File: config.mk
export PLATFORM = sky130hd
export DESIGN_NAME = reg_req_encoder
export DESIGN_NICKNAME = d
export VERILOG_FILES = /design/src/rtl/reg_req_encoder.sv
export SDC_FILE = /design/constraint.sdc
export NUM_CORES = 1
export LEC_CHECK = 0
export CAP_MARGIN = 20
export CORE_AREA = 2 2 55 57
export CTS_BUF_LIST = sky130_fd_sc_hd__clkbuf_4 sky130_fd_sc_hd__clkbuf_8
export DETAILED_ROUTE_END_ITERATION = 8
export DIE_AREA = 0 0 57 59
export PLACE_DENSITY = 0.78
export RECOVER_POWER = 25
export SLEW_MARGIN = 20
export SYNTH_ARGS = -nofsm -noshare
export SYNTH_HDL_FRONTEND = slang
export SYNTH_SLANG_ARGS = --single-unit
File: constraint.sdc
create_clock -name clk -period 2.8 [get_ports clk]
set_input_delay 0.28 -clock clk [delete_from_list [all_inputs] [get_ports clk]]
set_output_delay 0.28 -clock clk [all_outputs]
set_load 0.02 [all_outputs]
File: src/rtl/reg_req_encoder.sv
// reg_req_encoder
// ---------------
// Registered 16-to-4 request encoder: the inverse of the register-enable decoder.
// It collects per-register request lines, latches them, and issues them one
// at a time as a 4-bit register index with a valid/ready handshake.
//
// Optional feature macro: REG_REQ_ENC_RR_EN
//   defined   -> round-robin selection starting at a rotating pointer
//   undefined -> fixed priority, lowest set index wins
//
// Ports:
//   clk      in   1   rising-edge clock
//   rst_n    in   1   asynchronous active-low reset
//   req      in  16   request vector, bit i = one request for register i
//   clr      in   1   synchronous clear of pending and issued requests
//   ready    in   1   consumer accepts idx when valid && ready
//   idx      out  4   issued register index (registered)
//   valid    out  1   idx holds an issued request (registered)
//   pending  out 16   latched requests not yet issued (registered)
//   more     out  1   |pending (registered)

module reg_req_encoder (
  input  logic        clk,
  input  logic        rst_n,
  input  logic [15:0] req,
  input  logic        clr,
  input  logic        ready,
  output logic [3:0]  idx,
  output logic        valid,
  output logic [15:0] pending,
  output logic        more
);

  logic [15:0] cand;
  logic        slot_free;
  logic        found;
  logic [3:0]  sel;

  logic [3:0]  idx_nxt;
  logic        valid_nxt;
  logic [15:0] pending_nxt;

`ifdef REG_REQ_ENC_RR_EN
  logic [3:0]  ptr;
  logic [3:0]  ptr_nxt;
`endif

  assign cand      = pending | req;
  assign slot_free = !valid || ready;

  // Selection of one candidate bit.
  always_comb begin
    // NOTE: every variable gets a default first so no path leaves it unassigned (no latch).
    found = 1'b0;
    sel   = 4'd0;
`ifdef REG_REQ_ENC_RR_EN
    // Walk upward from ptr with 4-bit wrap; first set bit wins.
    for (int k = 0; k < 16; k++) begin
      logic [3:0] j;
      j = ptr + 4'(k);
      if (!found && cand[j]) begin
        found = 1'b1;
        sel   = j;
      end
    end
`else
    // Scan downward so the lowest set index is the last one written.
    for (int i = 15; i >= 0; i--) begin
      if (cand[i]) begin
        found = 1'b1;
        sel   = 4'(i);
      end
    end
`endif
  end

  // Next-state for the output slot and pending set.
  always_comb begin
    idx_nxt     = idx;
    valid_nxt   = valid;
    pending_nxt = cand;
`ifdef REG_REQ_ENC_RR_EN
    ptr_nxt     = ptr;
`endif
    if (clr) begin
      // Clear wins over everything: same-cycle req and any handshake are dropped.
      valid_nxt   = 1'b0;
      pending_nxt = 16'h0000;
`ifdef REG_REQ_ENC_RR_EN
      ptr_nxt     = 4'd0;
`endif
    end else if (slot_free) begin
      if (found) begin
        idx_nxt     = sel;
        valid_nxt   = 1'b1;
        pending_nxt = cand & ~(16'h0001 << sel);
`ifdef REG_REQ_ENC_RR_EN
        ptr_nxt     = sel + 4'd1;
`endif
      end else begin
        // Nothing to issue; idx keeps its last value.
        valid_nxt   = 1'b0;
        pending_nxt = 16'h0000;
      end
    end
    // Slot busy: requests merge into pending, idx/valid hold (defaults).
  end

  always_ff @(posedge clk or negedge rst_n) begin
    if (!rst_n) begin
      idx     <= 4'd0;
      valid   <= 1'b0;
      pending <= 16'h0000;
      more    <= 1'b0;
`ifdef REG_REQ_ENC_RR_EN
      ptr     <= 4'd0;
`endif
    end else begin
      // NOTE: non-blocking assignments so every register samples pre-edge values.
      idx     <= idx_nxt;
      valid   <= valid_nxt;
      pending <= pending_nxt;
      // more tracks the pending register itself, so it uses the same next value.
      more    <= |pending_nxt;
`ifdef REG_REQ_ENC_RR_EN
      ptr     <= ptr_nxt;
`endif
    end
  end

endmodule
==> results of run 1 <==
area by class of cell:
class	instances	area, um^2	area share (%)
Timing Repair Buffer	53	496.7	28.10
Clock buffer	3	22.52	1.274
Tap cell	31	38.79	2.194
Multi-Input combinational cell	104	655.6	37.08
Inverter	1	3.754	0.2123
Sequential cell	22	550.5	31.14
stage by stage:
step / hold slack [ns] / total power, W
after floorplan: -0.01559 / 0.0004537
after global placement: 0.4646 / 0.0005668
after detailed placement: 0.4783 / 0.0005694
after CTS: 0.5025 / 0.0007121
after global routing: 0.5394 / 0.0007472
final: 0.4950 / 0.0007092
power by group:
part	switching, W	internal (W)
Combinational	0.000110	0.0000974
Sequential	0.0000196	0.000337
Clock	0.0000941	0.0000504
Total	0.000224	0.000485
path summary, 6_finish.rpt:
| path | to | slack [ns] | cells past startpoint | startpoint |
|---|---|---|---|---|
| worst min-delay path | idx[1] | 0.50 | 2 | idx[1] |
| min in group asynchronous | pending[0] | 0.74 | 2 | rst_n |
| max in group asynchronous | pending[8] | 1.34 | 2 | rst_n |
| worst max register to register | more | 0.38 | 7 | pending[6] |
| worst max-delay path | more | 0.34 | 8 | req[7] |
| worst min register to register | idx[1] | 0.50 | 2 | idx[1] |
routing by layer:
metal	track usage, %	part of all wire, %
met1	34.08	45
met2	35.96	46
met3	3.057	6.8
met4	5.980	2.2
met5	0	0
placed cells by master (no fill, tap or decap), types with 2 or more instances in the layout:
master,n
nor4_1,7
nand2_1,13
or4_1,2
a211oi_1,9
nand4_1,4
buf_4,11
nor3_1,4
o31ai_1,2
o311ai_1,3
dfrtp_1,22
clkdlybuf4s50_1,40
nand2_2,3
o21ai_0,3
or3_1,2
nor2b_1,2
and2_1,2
nor4_2,3
o21ai_1,2
a311oi_1,4
clkbuf_4,3
nor2_1,24
state kept, by name, summed over array words and instances (netlist names):
name / flops
pending: 16
idx: 4
more: 1
valid: 1
cell families after synthesis:
family | Yosys count | share of synthesized area, %
AOI/OAI and AO/OA | 29 | 18.75
DFF | 22 | 45.08
and+or+nand+nor | 74 | 34.02
buffers and inverters | 4 | 1.229
muxes | 1 | 0.9221
worst max-delay path, cell delays in order:
cell and delay [ns]:
clkdlybuf4s50_1 0.51, or4_1 0.51, o21ai_1 0.23, a31oi_1 0.12
o31a_1 0.35, or3_1 0.38, nor4_2 0.13, nand4_1 0.12
==> qor.csv, run 1 <==
stage;metric;value;unit
run_status;status;finished, final reports clean;
clock_tree;postCtsResizedCells;0;
final_layout;drive_gt1_share;14.75;%
synthesis;ys.flop_type;dfrtp_1;
power_and_ir_drop;leakage;0.6835;nW
timing;setup_viol;0;
drt;ant_nets;0;
drt;drc;0;
drt;routedWlPerCell;17.17;um
final_layout;fin_util;65.24;%
timing;layout_setup_ws;0.3352;ns
clock_tree;cts_buffers;3;
flow_run;drv_cap;0;
final_layout;fin_area;1768;um^2
timing;fin_skew;0.009367;ns
worst_setup_path;setup.worst_path.end_class;flip-flop;
clock_tree;clock_latency;0.31;ns
placement;place_hpwl;2951;um
synthesis;synth_top_cell_area_share;45.08;%
floorplan;die_x;57;um
placement;port_buffers;41;
grt;grt_max_degree;23;
synthesis;synthesis.nets;150;
placement;place_area;1742;um^2
floorplan;ios;42;
clock_tree;path_clk_slew;0.12;ns
clock_tree;postCtsHoldBufs;0;
synthesis;yosysUniqueCellTypes;35;
synthesis;syn-mean-instance-area;9.394;um^2
grt;grt_usage;23.03;%
clock_tree;clock-root-buffer;clkbuf_4;
power_and_ir_drop;p_per_area;401.1;nW/um^2
worst_setup_path;arrival;2.65;ns
synthesis;synthTopCellsByCount;nor2_1, dfrtp_1, nand2_1, a211oi_1, nor4_1;
synthesis;yosysWarnings;0;
floorplan;dieHeight;59;um
final_layout;final_cell_count_no_fill;214;
worst_setup_path;startpoint_type;primary input;
timing;fin_setup_tns;0;ns
worst_setup_path;crit_required;2.98;ns
power_and_ir_drop;ir_worst_vdd;0.2917;mV
drt;finalWirelength;3674;um
drt;vias_per_cell;6.168;
timing;finalCritPeriodShare;88.03;%
synthesis;synth_area_leaders;dfrtp_1, nor2_1, a211oi_1;
final_layout;fin_nets;205;
clock_tree;tritoncts;built;
grt;overflow;0;
worst_setup_path;crit_fanout;4;
grt;grt_pass1_wl;6009;um
placement;globalplace.congestion;0.9953;
synthesis;synthArstFlopShare;100.0;%
final_layout;area_growth;44.77;%
timing;post-route-min-period;2.465;ns
drt;initialDrtViolationCount;75;
timing;slew_violations;0;
clock_tree;cts_setup_buffers;0;
synthesis;synth.most_common_cell;nor2_1;
final_layout;antenna_cells;0;
synthesis;synth-seq-cells;22;
floorplan;design.die.area;3363;um^2
timing;worstMarginPinSlew;1.209;ns
clock_tree;cts_htree_levels;1;
placement;place_ws;0.07891;ns
synthesis;synth_area;1221;um^2
floorplan;core_area;2710;um^2
drt;drt-pass1-iter-count;4;
final_layout;fillers;230;
worst_setup_path;path_class;in2reg;
timing;max_freq;0.4057;GHz
clock_tree;clockBufferDepth;2;
grt;grt_pass1_vias;1250;
floorplan;initial_core_util;45.06;%
synthesis;synth_top_area_cell;dfrtp_1;
grt;antenna_found_initial;0;
synthesis;syn_inst;130;
synthesis;synth_edf_count;0;
synthesis;yosysSeqAreaShare;45.08;%
timing;finalHoldViolations;0;
timing;rsz0062_at_grt;false;
timing;max_slew_margin;19.43;%
drt;vias;1320;
placement;place_inst;210;
floorplan;rows;19;
clock_tree;numClockSinks;22;
hold_path;worst_hold_path_type;reg2reg;
(Power assumes the default switching activity.)
==> inputs of run 2 (changes only) <==
- CTS_BUF_LIST: sky130_fd_sc_hd__clkbuf_4 sky130_fd_sc_hd__clkbuf_8 -> sky130_fd_sc_hd__clkbuf_8
==> qor.csv, run 2 (same netlist as run 1, synthesis figures left out) <==
stage;metric;value;unit;change
run_status;status;finished, final reports clean;;
power_and_ir_drop;leakage;0.6871;nW;+0.53%
grt;grt_pass1_wl;6092;um;+1.4%
timing;post-route-min-period;2.519;ns;+0.05437 ns
power_and_ir_drop;p_comb_share;27.3;%;-2.0 points
worst_setup_path;crit_fanout;4;;unchanged
clock_tree;clock_latency;0.26;ns;-0.05 ns
clock_tree;postCtsResizedCells;0;;unchanged
drt;drt-pass1-iter-count;4;;unchanged
final_layout;multi_input_area;655.6;um^2;unchanged
power_and_ir_drop;clockPowerShare;25.5;%;+5.1 points
final_layout;fin_util;65.56;%;+0.32 points
final_layout;fillers;233;;+1.3%
final_layout;antenna_cells;0;;unchanged
final_layout;final_cell_mix;clkdlybuf4s50_1, nor2_1, dfrtp_1;;
floorplan;initial_core_util;45.06;%;unchanged
worst_setup_path;startpoint;req[7];;
worst_setup_path;crit_required;2.92;ns;-0.06 ns
worst_setup_path;arrival;2.64;ns;about the same
worst_setup_path;path_class;in2reg;;
final_layout;drive_gt1_share;14.84;%;+0.081 points
power_and_ir_drop;sequentialPowerShare;47.2;%;-3.1 points
grt;grt_pass1_vias;1260;;+0.80%
worst_setup_path;setup.worst_path.end_class;flip-flop;;
power_and_ir_drop;p_sw;0.0002264;W;+1.1%
grt;grt_max_degree;23;;unchanged
clock_tree;tritoncts;built;;
drt;vias;1324;;+0.30%
clock_tree;path_clk_slew;0.08;ns;-0.04 ns
worst_setup_path;r2r.worst_path.cells;7;;unchanged
power_and_ir_drop;p_per_area;425.7;nW/um^2;+6.1%
final_layout;area_growth;45.49;%;
power_and_ir_drop;swShare;29.94;%;-1.7 points
timing;rsz0062_at_grt;false;;
drt;vias_per_cell;6.216;;+0.77%
timing;max_slew_margin;20.15;%;+0.72 points
placement;place_area;1742;um^2;unchanged
timing;fin_setup_tns;0;ns;unchanged
power_and_ir_drop;internal-power;0.0005300;W;+9.2%
grt;overflow;0;;unchanged
final_layout;final_common_cell;clkdlybuf4s50_1;;
clock_tree;clock-root-buffer;clkbuf_8;;
floorplan;design.die.area;3363;um^2;unchanged
drt;ant_nets;0;;unchanged
placement;port_buffers;41;;unchanged
worst_setup_path;r2r_slack;0.39;ns;about the same
grt;grt_usage;23.49;%;+0.47 points
placement;globalplace.congestion;0.9953;;unchanged
timing;worstMarginPinSlew;1.198;ns;-0.01083 ns
timing;max_freq;0.3970;GHz;-2.2%
drt;finalWirelength;3723;um;+1.3%
final_layout;reg.largest.list;pending: 16 flops, idx: 4 flops;;
floorplan;core_area;2710;um^2;unchanged
drt;initialDrtViolationCount;67;;-11%
final_layout;fin_nets;204;;-0.49%
worst_setup_path;r2r-start;pending[6];;
timing;setup_viol;0;;unchanged
placement;place_hpwl;2951;um;unchanged
worst_setup_path;endpoint;more;;
floorplan;ios;42;;unchanged
final_layout;top_register;pending;;
floorplan;rows;19;;unchanged
timing;finalCritPeriodShare;89.97;%;+1.9 points
final_layout;fin_area;1777;um^2;+0.49%
drt;drc;0;;unchanged
timing;finalHoldViolations;0;;unchanged
worst_setup_path;r2r_end;more;;
clock_tree;cts_setup_buffers;0;;unchanged
clock_tree;postCtsHoldBufs;0;;unchanged
clock_tree;numClockSinks;22;;unchanged
final_layout;regArea;550.5;um^2;unchanged
clock_tree;clockBufferDepth;2;;unchanged
hold_path;worst_hold_path_type;in2async;;
worst_setup_path;startpoint_type;primary input;;
clock_tree;cts_buffers;3;;unchanged
timing;slew_violations;0;;unchanged
power_and_ir_drop;ir_worst_vdd;0.3490;mV;+20%
flow_run;drv_cap;0;;unchanged
drt;routedWlPerCell;17.48;um;+1.8%
floorplan;dieHeight;59;um;unchanged
final_layout;largest_reg_flops;16;;unchanged
floorplan;die_x;57;um;unchanged
clock_tree;cts_htree_levels;1;;unchanged
grt;antenna_found_initial;0;;unchanged
timing;fin_skew;0.008897;ns;-0.0004708 ns
run 2: cell count changes in the layout (fill, tap and decap cells not counted), sizes merged:
cell,change
dlygate4sd3,-1
run 2: final cells by class:
type / count / share of cell area [%]
multi-input cells: 104 / 36.90
flip-flops and latches: 22 / 30.99
repair buffers: 52 / 27.39
clock buffers: 3 / 2.324
well taps: 31 / 2.183
inverters: 1 / 0.2113
run 2: worst min-delay path by stage:
| stage | cells after the start | start | slack [ns] | endpoint |
|---|---|---|---|---|
| final | 1 | rst_n | 0.24 | pending[1] |
| after global routing | 1 | rst_n | 0.36 | idx[1] |
| after CTS | 2 | idx[1] | 0.49 | idx[1] |
| after detailed placement | 2 | idx[1] | 0.48 | idx[1] |
| after global placement | 2 | idx[3] | 0.46 | idx[3] |
| after floorplan | 0 | rst_n | -0.02 | idx[0] |
run 2: critical path: stages:
cell and delay, ns:
clkdlybuf4s50_1 0.51, or4_1 0.51, o21ai_1 0.22, a31oi_1 0.12, o31a_1 0.35, or3_1 0.38, nor4_2 0.14, nand4_1 0.12
run 2: routing by layer:
metal	part of all wire (%)	vias to the layer above	track usage, %
li1	-	607	-
met1	44	637	34.08
met2	47	69	36.62
met3	7.0	11	3.712
met4	2.0	0	6.977
met5	0	-	0
run 2: metrics by stage:
stage	std cells	total power, W	worst slack, ns	hold slack [ns]
2_1_floorplan	130	0.0004537	0.6012	-0.01559
3_3_place_gp	210	0.0005668	0.08919	0.4646
3_5_place_dp	210	0.0005694	0.07891	0.4783
4_1_cts	213	0.0007646	0.3217	0.4918
5_1_grt	213	0.0007981	0.09812	0.3588
6_report	213	0.0007564	0.2808	0.2390
run 2: power groups by stage:
stage	clock, W	combinational (W)	sequential [W]
after detailed placement	0	0.000206	0.000364
after global placement	0	0.000205	0.000362
after global routing	0.000216	0.000222	0.000360
after CTS	0.000200	0.000208	0.000357
after floorplan	0	0.0000682	0.000386
final	0.000193	0.000207	0.000357
==> inputs of run 3 (changes only) <==
- ABC_AREA: default -> 1
- CORE_AREA: 2 2 55 57 -> 2 2 56 58
- DIE_AREA: 0 0 57 59 -> 0 0 58 60
- PLACE_DENSITY: 0.78 -> 0.83
- clock period: 2.8 -> 3.2 ns (I/O delays scaled with it)
==> qor.csv, run 3 <==
stage;metric;value;unit;change
worst_setup_path;path_class;in2reg;;
power_and_ir_drop;p_comb_share;25.5;%;-1.8 points
synthesis;yosysWarnings;0;;unchanged
synthesis;syn_inst;202;;+55%
placement;place_inst;276;;+31%
synthesis;yosysUniqueCellTypes;21;;-40%
grt;overflow;0;;unchanged
run_status;status;finished, final reports clean;;
timing;rsz0062_at_grt;false;;
floorplan;rows;20;;+1
power_and_ir_drop;leakage;0.9904;nW;+44%
power_and_ir_drop;clockPowerShare;34.1;%;+8.6 points
floorplan;ios;42;;unchanged
synthesis;synthesis.nets;222;;+48%
timing;setup_viol;0;;unchanged
power_and_ir_drop;p_per_area;393.8;nW/um^2;-7.5%
drt;routedWlPerCell;12.54;um;-28%
worst_setup_path;r2r_end;more;;
flow_run;drv_cap;0;;unchanged
synthesis;synth_area_leaders;dfrtp_1, nand2_1, nor2_1;;
clock_tree;postCtsHoldBufs;0;;unchanged
synthesis;ys.flop_type;dfrtp_1;;
final_layout;final_cell_mix;nand2_1, clkdlybuf4s50_1, nor2_1;;
drt;drc;0;;unchanged
final_layout;antenna_cells;0;;unchanged
clock_tree;cts_setup_buffers;0;;unchanged
worst_setup_path;startpoint;req[9];;
worst_setup_path;crit_required;3.36;ns;+0.44 ns
final_layout;final_cell_count_no_fill;280;;+31%
final_layout;drive_gt1_share;19.03;%;+4.2 points
final_layout;regArea;550.5;um^2;unchanged
final_layout;fillers;256;;+9.9%
timing;finalCritPeriodShare;67.66;%;
final_layout;fin_area;1942;um^2;+9.3%
clock_tree;cts_buffers;3;;unchanged
floorplan;die_x;58;um;+1.8%
drt;finalWirelength;3511;um;-5.7%
grt;grt_max_degree;23;;unchanged
clock_tree;tritoncts;built;;
drt;initialDrtViolationCount;39;;-42%
drt;drt-pass1-iter-count;4;;unchanged
synthesis;synth.most_common_cell;nand2_1;;
floorplan;initial_core_util;48.97;%;+3.9 points
clock_tree;numClockSinks;22;;unchanged
worst_setup_path;arrival;2.32;ns;-0.32 ns
placement;globalplace.congestion;0.9395;;-5.6%
synthesis;synth_top_cell_area_share;38.73;%;-6.3 points
final_layout;largest_reg_flops;16;;unchanged
timing;worstMarginPinSlew;1.211;ns;+0.01326 ns
worst_setup_path;crit_fanout;4;;unchanged
clock_tree;path_clk_slew;0.09;ns;about the same
clock_tree;clock-root-buffer;clkbuf_8;;
grt;grt_pass1_wl;5961;um;-2.2%
synthesis;synthArstFlopShare;100.0;%;unchanged
grt;antenna_found_initial;0;;unchanged
worst_setup_path;r2r_slack;1.11;ns;+0.72 ns
placement;port_buffers;41;;unchanged
power_and_ir_drop;sequentialPowerShare;40.3;%;-6.9 points
drt;vias;1396;;+5.4%
timing;max_freq;0.4619;GHz;
power_and_ir_drop;internal-power;0.0005463;W;+3.1%
power_and_ir_drop;swShare;28.55;%;-1.4 points
hold_path;worst_hold_path_type;in2async;;
synthesis;synth_edf_count;0;;unchanged
final_layout;fin_nets;268;;+31%
final_layout;reg.largest.list;pending: 16 flops, idx: 4 flops;;
final_layout;final_common_cell;nand2_1;;
placement;place_hpwl;2820;um;-4.4%
floorplan;design.die.area;3480;um^2;+3.5%
timing;finalHoldViolations;0;;unchanged
worst_setup_path;setup.worst_path.end_class;flip-flop;;
synthesis;synth_top_area_cell;dfrtp_1;;
timing;fin_setup_tns;0;ns;unchanged
synthesis;yosysSeqAreaShare;38.73;%;-6.3 points
placement;place_area;1877;um^2;+7.8%
final_layout;area_growth;36.62;%;
grt;grt_pass1_vias;1305;;+3.6%
synthesis;synth-seq-cells;22;;unchanged
worst_setup_path;r2r.worst_path.cells;14;;+7
final_layout;multi_input_area;750.7;um^2;+15%
power_and_ir_drop;ir_worst_vdd;0.3543;mV;+1.5%
worst_setup_path;endpoint;more;;
synthesis;synth_area;1421;um^2;+16%
synthesis;synthTopCellsByCount;nand2_1, nor2_1, inv_1, dfrtp_1, nor2_2;;
worst_setup_path;startpoint_type;primary input;;
drt;ant_nets;0;;unchanged
clock_tree;clockBufferDepth;2;;unchanged
drt;vias_per_cell;4.986;;-20%
timing;whs;0.2765;ns;+0.03747 ns
grt;grt_usage;23.24;%;-0.25 points
clock_tree;postCtsResizedCells;0;;unchanged
power_and_ir_drop;p_sw;0.0002183;W;-3.6%
worst_setup_path;r2r-start;pending[3];;
floorplan;core_area;2903;um^2;+7.1%
final_layout;top_register;pending;;
clock_tree;cts_htree_levels;1;;unchanged
floorplan;dieHeight;60;um;+1.7%
timing;post-route-min-period;2.165;ns;
synthesis;syn-mean-instance-area;7.036;um^2;-25%
timing;max_slew_margin;19.26;%;-0.88 points
clock_tree;clock_latency;0.27;ns;about the same
timing;slew_violations;0;;unchanged
timing;fin_skew;0.009148;ns;+0.0002512 ns
==> run 3: cell count changes after synthesis, sizes merged, moves of 3 or more <==
cell / previous run / this run
nand3: 0 / 6
nand2: 16 / 81
nor2: 25 / 42
or3: 3 / 0
inv: 1 / 31
a211oi: 9 / 0
nor4: 11 / 0
a21oi: 1 / 4
o311ai: 3 / 0
a311oi: 4 / 0
==> run 3: area by class of cell <==
cell class	count	share of cell area, %
clock inverter	1	1.546
clock buffer	3	2.126
inverter	31	5.992
multi-input combinational	148	38.66
sequential	22	28.35
tap	33	2.126
timing repair buffer	42	21.20
==> run 3: logic make-up (layout without fill, tap and decap cells) <==
kind of cell	Yosys count	after routing	share of synthesized area (%)
AND/OR/NAND/NOR	139	139	47.62
buffers and inverters	32	77	8.451
flip-flops	22	22	38.73
AO/OA/AOI/OAI	9	9	5.194
==> run 3: metrics by stage <==
step | power [W] | utilization, % | worst slack, ns
floorplan | 0.0004213 | - | 1.355
finish | 0.0007646 | 66.90 | 1.035
CTS | 0.0007726 | 67.11 | 1.023
global placement | 0.0005090 | 64.66 | 0.7543
global route | 0.0008065 | 66.90 | 0.7504
detailed placement | 0.0005104 | 64.66 | 0.7658
==> run 3: worst min-delay path by stage <==
stage | end | cells past startpoint
finish | pending[2] | 1
global route | pending[2] | 1
CTS | idx[2] | 2
detailed placement | idx[2] | 2
global placement | idx[1] | 2
floorplan | idx[0] | 0
==> run 3: metal layers <==
metal  vias to the layer above  share of wire (%)  track usage (%)
li1                        704                  -                -
met1                       639                 43            29.82
met2                        46                 49            39.45
met3                         7                5.5            3.030
met4                         0                1.8            9.967
met5                         -                  0                0
==> run 3: worst max-delay path, stage by stage <==
cell and delay [ns]:
clkdlybuf4s50_1 0.41, nor2_2 0.21, nand2_2 0.13, nor2_4 0.11, nand2_1 0.08, nand3_2 0.07
nand2_1 0.06, nor2_2 0.17, nand4_1 0.17, nand2_1 0.09, nand2_1 0.05, nand2_1 0.07
nand2_1 0.07, nor2_1 0.10, nand2_1 0.06, nor2_1 0.09, nand2_1 0.05
==> run 3: power groups by stage <==
stage               Combinational [W]  Clock [W]  Sequential [W]
finish                       0.000195   0.000261        0.000308
global route                 0.000215   0.000281        0.000310
CTS                          0.000197   0.000267        0.000309
detailed placement           0.000196          0        0.000314
global placement             0.000196          0        0.000313
floorplan                   0.0000845          0        0.000337
